===== config.mk =====
export PLATFORM = sky130hd
export DESIGN_NAME = paddle_ctrl_flat
export DESIGN_NICKNAME = d
export VERILOG_FILES = /design/src/rtl/paddle_ctrl_if.sv /design/src/rtl/paddle_ctrl.sv /design/src/flat_wrapper.sv
export SDC_FILE = /design/constraint.sdc
export NUM_CORES = 1
export LEC_CHECK = 0
export CORE_UTILIZATION = 43
export CTS_CLUSTER_DIAMETER = 120
export DETAILED_ROUTE_END_ITERATION = 12
export GPL_ROUTABILITY_DRIVEN = 1
export GPL_TIMING_DRIVEN = 1
export HOLD_SLACK_MARGIN = 0.03
export PLACE_DENSITY_LB_ADDON = 0.25
export SLEW_MARGIN = 5
export SYNTH_ARGS = -nofsm -noshare
export SYNTH_HDL_FRONTEND = slang
export SYNTH_SLANG_ARGS = --single-unit

===== constraint.sdc =====
create_clock -name clk -period 4.7 [get_ports clk]
set_input_delay 0.94 -clock clk [delete_from_list [all_inputs] [get_ports clk]]
set_output_delay 0.94 -clock clk [all_outputs]
set_load 0.1 [all_outputs]

===== src/rtl/paddle_ctrl_if.sv =====
`default_nettype none
// ============================================================================
//  Module      : paddle_ctrl_if
//  Description : Control/status bundle for the paddle controller.
//                slave  : seen by paddle_ctrl (inputs are controls and
//                         geometry, outputs are position and status).
//                master : seen by whatever drives the controller.
//  Signals     : pause, recenter, move_left, move_right  - control levels
//                x_initial, screen_width, paddle_width   - geometry [POS_W]
//                x_pos                                   - paddle left edge
//                start_out, game_active, at_left, at_right - status flags
//  Revision    : 1.0 - initial release
// ============================================================================
interface paddle_ctrl_if #(
    parameter int POS_W = 10
) ();
    logic             pause;
    logic             recenter;
    logic             move_left;
    logic             move_right;
    logic [POS_W-1:0] x_initial;
    logic [POS_W-1:0] screen_width;
    logic [POS_W-1:0] paddle_width;
    logic [POS_W-1:0] x_pos;
    logic             start_out;
    logic             game_active;
    logic             at_left;
    logic             at_right;

    modport slave (
        input  pause, recenter, move_left, move_right,
        input  x_initial, screen_width, paddle_width,
        output x_pos, start_out, game_active, at_left, at_right
    );

    modport master (
        output pause, recenter, move_left, move_right,
        output x_initial, screen_width, paddle_width,
        input  x_pos, start_out, game_active, at_left, at_right
    );
endinterface
`default_nettype wire


===== src/rtl/paddle_ctrl.sv =====
`default_nettype none
// ============================================================================
//  Module      : paddle_ctrl
//  Description : Paddle position controller. Moves the paddle once per
//                movement tick with acceleration on sustained presses,
//                clamps to the playfield, supports pause and recenter.
//  Ports       : clk    - system clock, all state on rising edge
//                reset  - asynchronous, active-low reset
//                bus    - paddle_ctrl_if.slave (controls, geometry, status)
//  Revision    : 1.0 - initial release
// ============================================================================
module paddle_ctrl #(
    parameter int POS_W       = 10,
    parameter int TICK_DIV    = 100000,
    parameter int MAX_STEP    = 4,
    parameter int ACCEL_TICKS = 8
) (
    input  wire logic    clk,
    input  wire logic    reset,
    paddle_ctrl_if.slave bus
);

    localparam int CNT_W  = $clog2(TICK_DIV);
    localparam int STEP_W = $clog2(MAX_STEP + 1);
    localparam int HOLD_W = $clog2(ACCEL_TICKS + 1);

    localparam logic [CNT_W-1:0]  c_TICK_LAST = CNT_W'(TICK_DIV - 1);
    localparam logic [STEP_W-1:0] c_MAX_STEP  = STEP_W'(MAX_STEP);
    localparam logic [STEP_W-1:0] c_STEP_ONE  = STEP_W'(1);
    localparam logic [HOLD_W-1:0] c_ACCEL     = HOLD_W'(ACCEL_TICKS);

    localparam logic [1:0] c_DIR_NONE  = 2'd0;
    localparam logic [1:0] c_DIR_LEFT  = 2'd1;
    localparam logic [1:0] c_DIR_RIGHT = 2'd2;

    typedef enum logic [1:0] {
        S_IDLE   = 2'd0,
        S_RUN    = 2'd1,
        S_PAUSED = 2'd2
    } state_t;

    state_t             r_state,  w_state_next;
    logic [POS_W-1:0]   r_x,      w_x_next;
    logic [CNT_W-1:0]   r_cnt,    w_cnt_next;
    logic [STEP_W-1:0]  r_step,   w_step_next;
    logic [HOLD_W-1:0]  r_hold,   w_hold_next;
    logic [1:0]         r_dir,    w_dir_next;
    logic               r_start,  w_start_next;

    logic [POS_W-1:0]   w_limit;
    logic [POS_W:0]     w_cand;
    logic [POS_W:0]     w_amt;
    logic [POS_W:0]     w_x_ext;
    logic [POS_W:0]     w_step_ext;
    logic [HOLD_W-1:0]  w_hold_inc;
    logic               w_one_dir;
    logic               w_tick;
    logic [1:0]         w_req_dir;

    // A paddle wider than the field pins the left edge at 0.
    assign w_limit    = (bus.paddle_width >= bus.screen_width) ? '0
                        : bus.screen_width - bus.paddle_width;
    assign w_x_ext    = {1'b0, r_x};
    assign w_step_ext = {{(POS_W + 1 - STEP_W){1'b0}}, r_step};
    assign w_hold_inc = r_hold + 1'b1;
    assign w_one_dir  = bus.move_left ^ bus.move_right;
    assign w_req_dir  = bus.move_left ? c_DIR_LEFT : c_DIR_RIGHT;
    assign w_tick     = (r_cnt == c_TICK_LAST);

    always_comb begin
        w_state_next = r_state;
        w_cnt_next   = r_cnt;
        w_step_next  = r_step;
        w_hold_next  = r_hold;
        w_dir_next   = r_dir;
        w_start_next = 1'b0;
        w_cand       = w_x_ext;
        w_amt        = w_step_ext;

        if (r_state == S_IDLE || bus.recenter) begin
            // Idle and recenter share the same "parked" behaviour.
            w_state_next = S_IDLE;
            w_cand       = {1'b0, bus.x_initial};
            w_cnt_next   = '0;
            w_step_next  = c_STEP_ONE;
            w_hold_next  = '0;
            w_dir_next   = c_DIR_NONE;
            if (r_state == S_IDLE && !bus.recenter && !bus.pause && w_one_dir) begin
                w_state_next = S_RUN;
                w_start_next = 1'b1;
            end
        end else if (bus.pause) begin
            w_state_next = S_PAUSED;
            w_step_next  = c_STEP_ONE;
            w_hold_next  = '0;
            w_dir_next   = c_DIR_NONE;
        end else if (r_state == S_PAUSED) begin
            // Counter stays frozen during the resume cycle.
            w_state_next = S_RUN;
        end else begin
            w_cnt_next = w_tick ? '0 : r_cnt + 1'b1;
            if (w_tick) begin
                if (w_one_dir) begin
                    w_dir_next = w_req_dir;
                    if (w_req_dir != r_dir) begin
                        // New direction (or first move): restart at one pixel.
                        w_amt       = {{POS_W{1'b0}}, 1'b1};
                        w_step_next = c_STEP_ONE;
                        w_hold_next = '0;
                    end else if (w_hold_inc == c_ACCEL) begin
                        w_hold_next = '0;
                        w_step_next = (r_step < c_MAX_STEP) ? r_step + 1'b1 : c_MAX_STEP;
                    end else begin
                        w_hold_next = w_hold_inc;
                    end
                    if (bus.move_left) begin
                        w_cand = (w_x_ext < w_amt) ? '0 : w_x_ext - w_amt;
                    end else begin
                        w_cand = w_x_ext + w_amt;
                    end
                end else begin
                    w_step_next = c_STEP_ONE;
                    w_hold_next = '0;
                    w_dir_next  = c_DIR_NONE;
                end
            end
        end

        // Final clamp also pulls the paddle in when the limit shrinks.
        w_x_next = (w_cand > {1'b0, w_limit}) ? w_limit : w_cand[POS_W-1:0];
    end

    always_ff @(posedge clk or negedge reset) begin
        if (!reset) begin
            r_state <= S_IDLE;
            r_x     <= '0;
            r_cnt   <= '0;
            r_step  <= c_STEP_ONE;
            r_hold  <= '0;
            r_dir   <= c_DIR_NONE;
            r_start <= 1'b0;
        end else begin
            r_state <= w_state_next;
            r_x     <= w_x_next;
            r_cnt   <= w_cnt_next;
            r_step  <= w_step_next;
            r_hold  <= w_hold_next;
            r_dir   <= w_dir_next;
            r_start <= w_start_next;
        end
    end

    assign bus.x_pos       = r_x;
    assign bus.start_out   = r_start;
    assign bus.game_active = (r_state == S_RUN) || (r_state == S_PAUSED);
    assign bus.at_left     = (r_x == '0);
    assign bus.at_right    = (r_x == w_limit);

endmodule
`default_nettype wire


===== src/flat_wrapper.sv =====
// flat-port wrapper written by rule: the top's interface ports become plain ports
module paddle_ctrl_flat 
#(
    parameter int POS_W       = 10,
    parameter int TICK_DIV    = 100000,
    parameter int MAX_STEP    = 4,
    parameter int ACCEL_TICKS = 8
)
  (clk, reset, bus_pause, bus_recenter, bus_move_left, bus_move_right, bus_x_initial, bus_screen_width, bus_paddle_width, bus_x_pos, bus_start_out, bus_game_active, bus_at_left, bus_at_right);
  paddle_ctrl_if #(.POS_W(POS_W)) bus_i ();
  input  wire logic clk;
  input  wire logic reset;
  input wire logic [$bits(bus_i.pause)-1:0] bus_pause;
  input wire logic [$bits(bus_i.recenter)-1:0] bus_recenter;
  input wire logic [$bits(bus_i.move_left)-1:0] bus_move_left;
  input wire logic [$bits(bus_i.move_right)-1:0] bus_move_right;
  input wire logic [$bits(bus_i.x_initial)-1:0] bus_x_initial;
  input wire logic [$bits(bus_i.screen_width)-1:0] bus_screen_width;
  input wire logic [$bits(bus_i.paddle_width)-1:0] bus_paddle_width;
  output wire logic [$bits(bus_i.x_pos)-1:0] bus_x_pos;
  output wire logic [$bits(bus_i.start_out)-1:0] bus_start_out;
  output wire logic [$bits(bus_i.game_active)-1:0] bus_game_active;
  output wire logic [$bits(bus_i.at_left)-1:0] bus_at_left;
  output wire logic [$bits(bus_i.at_right)-1:0] bus_at_right;
  assign bus_i.pause = bus_pause;
  assign bus_i.recenter = bus_recenter;
  assign bus_i.move_left = bus_move_left;
  assign bus_i.move_right = bus_move_right;
  assign bus_i.x_initial = bus_x_initial;
  assign bus_i.screen_width = bus_screen_width;
  assign bus_i.paddle_width = bus_paddle_width;
  assign bus_x_pos = bus_i.x_pos;
  assign bus_start_out = bus_i.start_out;
  assign bus_game_active = bus_i.game_active;
  assign bus_at_left = bus_i.at_left;
  assign bus_at_right = bus_i.at_right;
  paddle_ctrl #(.POS_W(POS_W), .TICK_DIV(TICK_DIV), .MAX_STEP(MAX_STEP), .ACCEL_TICKS(ACCEL_TICKS)) u_core (.clk(clk), .reset(reset), .bus(bus_i));
endmodule

==> out/results.txt <==
Min cycle time layout = 4.587 ns
Vias in the first global route = 3750
Max-cap violations = 0
H-tree Lvls = 2
Final Hold Viols = 0
Hpwl dp = 7608 µm
Final ANT Viol Nets = 0
Pins Over Slew Limit = 0
Number of synthesized flops with an enable pin = 0
Die width = 95.53 µm
Part of the cycle the worst path needs = 97.60%
Clk slew on worst S/H paths = 0.08 ns
Sequential Area = 977.2 µm²
Die footprint = 9125 µm²
Clk sinks = 39
Initial Utilization = 45.09%
Most frequent cells in the layout = buf_4, nand2_1, nor2_1, o21ai_0, dfrtp_1
Commonest non-fill, non-tap cell in the layout = buf_4
Layout Area Growth over Synthesis = 40.75%
First-pass DRT Iterations = 5
Static leakage = 2.442 nW
Post-DR vias/cell = 5.669
Worst-Skew Late Latency = 0.30 ns
Register area share after synthesis = 25.98%
Wire per inst = 16.05 µm
Post-Syn Area per Cell = 8.141 µm²
First-pass GRT wire length = 17310 µm
Placement Cell Area = 4730 µm²
IO buf count = 49
Critical path required time = 3.76 ns
Final setup margin = 0.1129 ns
Crit start category = input pin
CTS root buffer = clkbuf_8
Comb pwr share = 55.4%
Post-synth design cell area = 3761 µm²
Util after Layout = 63.47%
Antenna Cells = 0
Ys async rst share = 100.0%
Post-synthesis xor/xnor area fraction = 3.493%
Worst setup path class = in -> out
Final wirelength = 10910 µm
GRT Resource Usage Total = 24.22%
CP arrival = 3.65 ns
Clock power share = 16.5%
CP Capture Type = output pin
1st-iter DRT viols = 220
Compound-Gate Fraction of Synth Area = 20.83%
CTS tree = done
Outcome = finished clean
Adder-Cell Fraction of Synth Area = 12.91%
CP max FO = 6
Final #Nets = 647
Peak supply drop = 0.0001609 V
Final setup viols = 0
Total number of vias = 3855
Hold slack final = 0.5031 ns
GR Overflow Total = 0
Cell count after synthesis = 462
Pwr/cell area = 291.5 nW/µm²
Mux contribution to synthesized area = 5.123%
Antenna violations before repair = 0
Peak Freq = 218.0 MHz
Hold WC Path Type = reg -> reg
Final instance area = 5294 µm²
Max clock buf depth = 2
Flops & latches, synth = 39
Die height = 95.53 µm
Syn Nets = 535
# rows = 33
Internal power = 841.8 µW
Maximum number of pins on one net before global-route repair = 40
DP Worst Slack = -0.5190 ns
Sw Ratio = 45.46%
Post-synth top flop = dfrtp_1
Synth Area in Simple Gates = 26.35%
Total power = 1.543 mW
Share of layout cells above drive strength 1 = 26.43%
Layout Skew = 0.01460 ns
Worst Max-Slew Pin Slew = 0.9950 ns
Multi-input gate area = 2897 µm²
CTS buffer count = 5
Sequential share of power = 28.1%
Post-CTS Hold Fix Bufs = 0
Synth cell types = 68
Switching power = 701.5 µW
FILL cells = 703
YS warnings = 0
Max-slew headroom = 33.46%
Largest family of logic cells by synthesized area = simple AND/OR/NAND/NOR gates
I/O pin total = 50
Routability cong. = 0.8558
Core area = 8341 µm²
Remaining DRCs = 0
[per-layer routing]
metal  vias to the layer above  GRT usage (%)  part of all wire, %
met4                         0          7.463                  2.2
met5                         -              0                    0
met3                        24          2.951                  3.4
met2                       111          43.81                   51
li1                       1874              -                    -
met1                      1846          29.74                   43
[cell families after synthesis]
group / after synthesis
XOR/XNOR: 15
multiplexers: 18
AND/OR/NAND/NOR: 184
flip-flops: 39
buffers and inverters: 48
adder cells (fa/ha/maj): 37
AO/OA/AOI/OAI: 121
[path summary, 6_finish.rpt]
| check | slack, ns | depth (start not counted) | start | endpoint |
|---|---|---|---|---|
| min in group asynchronous | 0.77 | 1 | reset | u_core.r_cnt[12] |
| worst min register to register | 0.50 | 2 | u_core.r_step[0] | u_core.r_step[0] |
| worst max-delay path | 0.11 | 13 | bus_paddle_width[0] | bus_at_right |
| worst max register to register | 0.67 | 20 | u_core.r_dir[0] | u_core.bus.x_pos[9] |
| worst min-delay path | 0.50 | 2 | u_core.r_step[0] | u_core.r_step[0] |
| max in group asynchronous | 3.33 | 1 | reset | u_core.r_hold[0] |
[cells in the mapped netlist, types with 3 or more instances]
cell type / n / area [µm²]
and4_1: 3 / 26.28
and2_1: 7 / 43.79
dfrtp_1: 38 / 950.9
xor2_1: 9 / 78.83
a21o_1: 8 / 60.06
mux2_2: 5 / 56.30
nand4_1: 4 / 25.02
a21oi_1: 17 / 85.08
fa_1: 3 / 60.06
a211oi_1: 4 / 30.03
o21a_1: 6 / 45.04
o21ai_0: 44 / 220.2
o22ai_1: 3 / 18.77
mux2i_1: 11 / 110.1
nand3_1: 19 / 95.09
nor2_1: 45 / 168.9
inv_1: 36 / 135.1
nor2b_1: 5 / 31.28
clkbuf_1: 8 / 30.03
nor3_1: 7 / 35.03
nand2b_1: 4 / 25.02
or2_2: 5 / 31.28
ha_1: 34 / 425.4
nand2_1: 51 / 191.4
o31a_1: 4 / 35.03
a211o_1: 3 / 26.28
xnor2_1: 6 / 52.55
a22o_1: 3 / 26.28
a31oi_1: 8 / 50.05
or3_1: 5 / 31.28
and3_1: 8 / 50.05
o21bai_1: 3 / 22.52
[power groups by stage]
stage	Clock, mW	Sequential [mW]	Combinational, mW
floorplan	0	0.566	0.369
global placement	0	0.434	0.747
detailed placement	0	0.436	0.758
CTS	0.256	0.430	0.814
global route	0.273	0.437	0.916
finish	0.255	0.433	0.855
[stage by stage]
step                setup TNS, ns  instances
floorplan                -0.03322        462
global placement           -4.422        656
detailed placement         -5.009        656
CTS                     -0.006736        676
global route             -0.01723        680
finish                          0        680
[state kept, by name, indices dropped and copies added, names as in the netlist]
| name | flops |
|---|---|
| u_core.r_step | 3 |
| u_core.r_cnt | 17 |
| u_core.bus.x_pos | 10 |
| u_core.r_hold | 4 |
| u_core.r_state | 2 |
| u_core.r_dir | 2 |
| u_core.bus.start_out | 1 |
[critical path: stages]
cell             delay [ns]
clkdlybuf4s15_1        0.17
ha_2                   0.20
inv_2                  0.06
fa_2                   0.22
nand3_4                0.11
a211oi_4               0.34
o31ai_4                0.12
a21oi_4                0.27
nand3_1                0.11
a2111o_1               0.43
o311a_1                0.15
nor4_4                 0.30
buf_12                 0.22
[cell type report]
type | instances | area share, %
clock inverter | 2 | 0.3073
multi-input combinational | 375 | 54.72
tap | 105 | 2.482
sequential | 39 | 18.46
inverter | 36 | 2.553
clock buffer | 6 | 1.560
timing repair buffer | 117 | 19.92
[what timing repair did]
item | CTS | global route
pin swaps | 23 | 29
resized for setup | 35 | 46
buffers inserted | 12 | 4
endpoints found under the setup margin | 11 | 11
cloned | 0 | 0
Power figures use the tool's default switching activity.
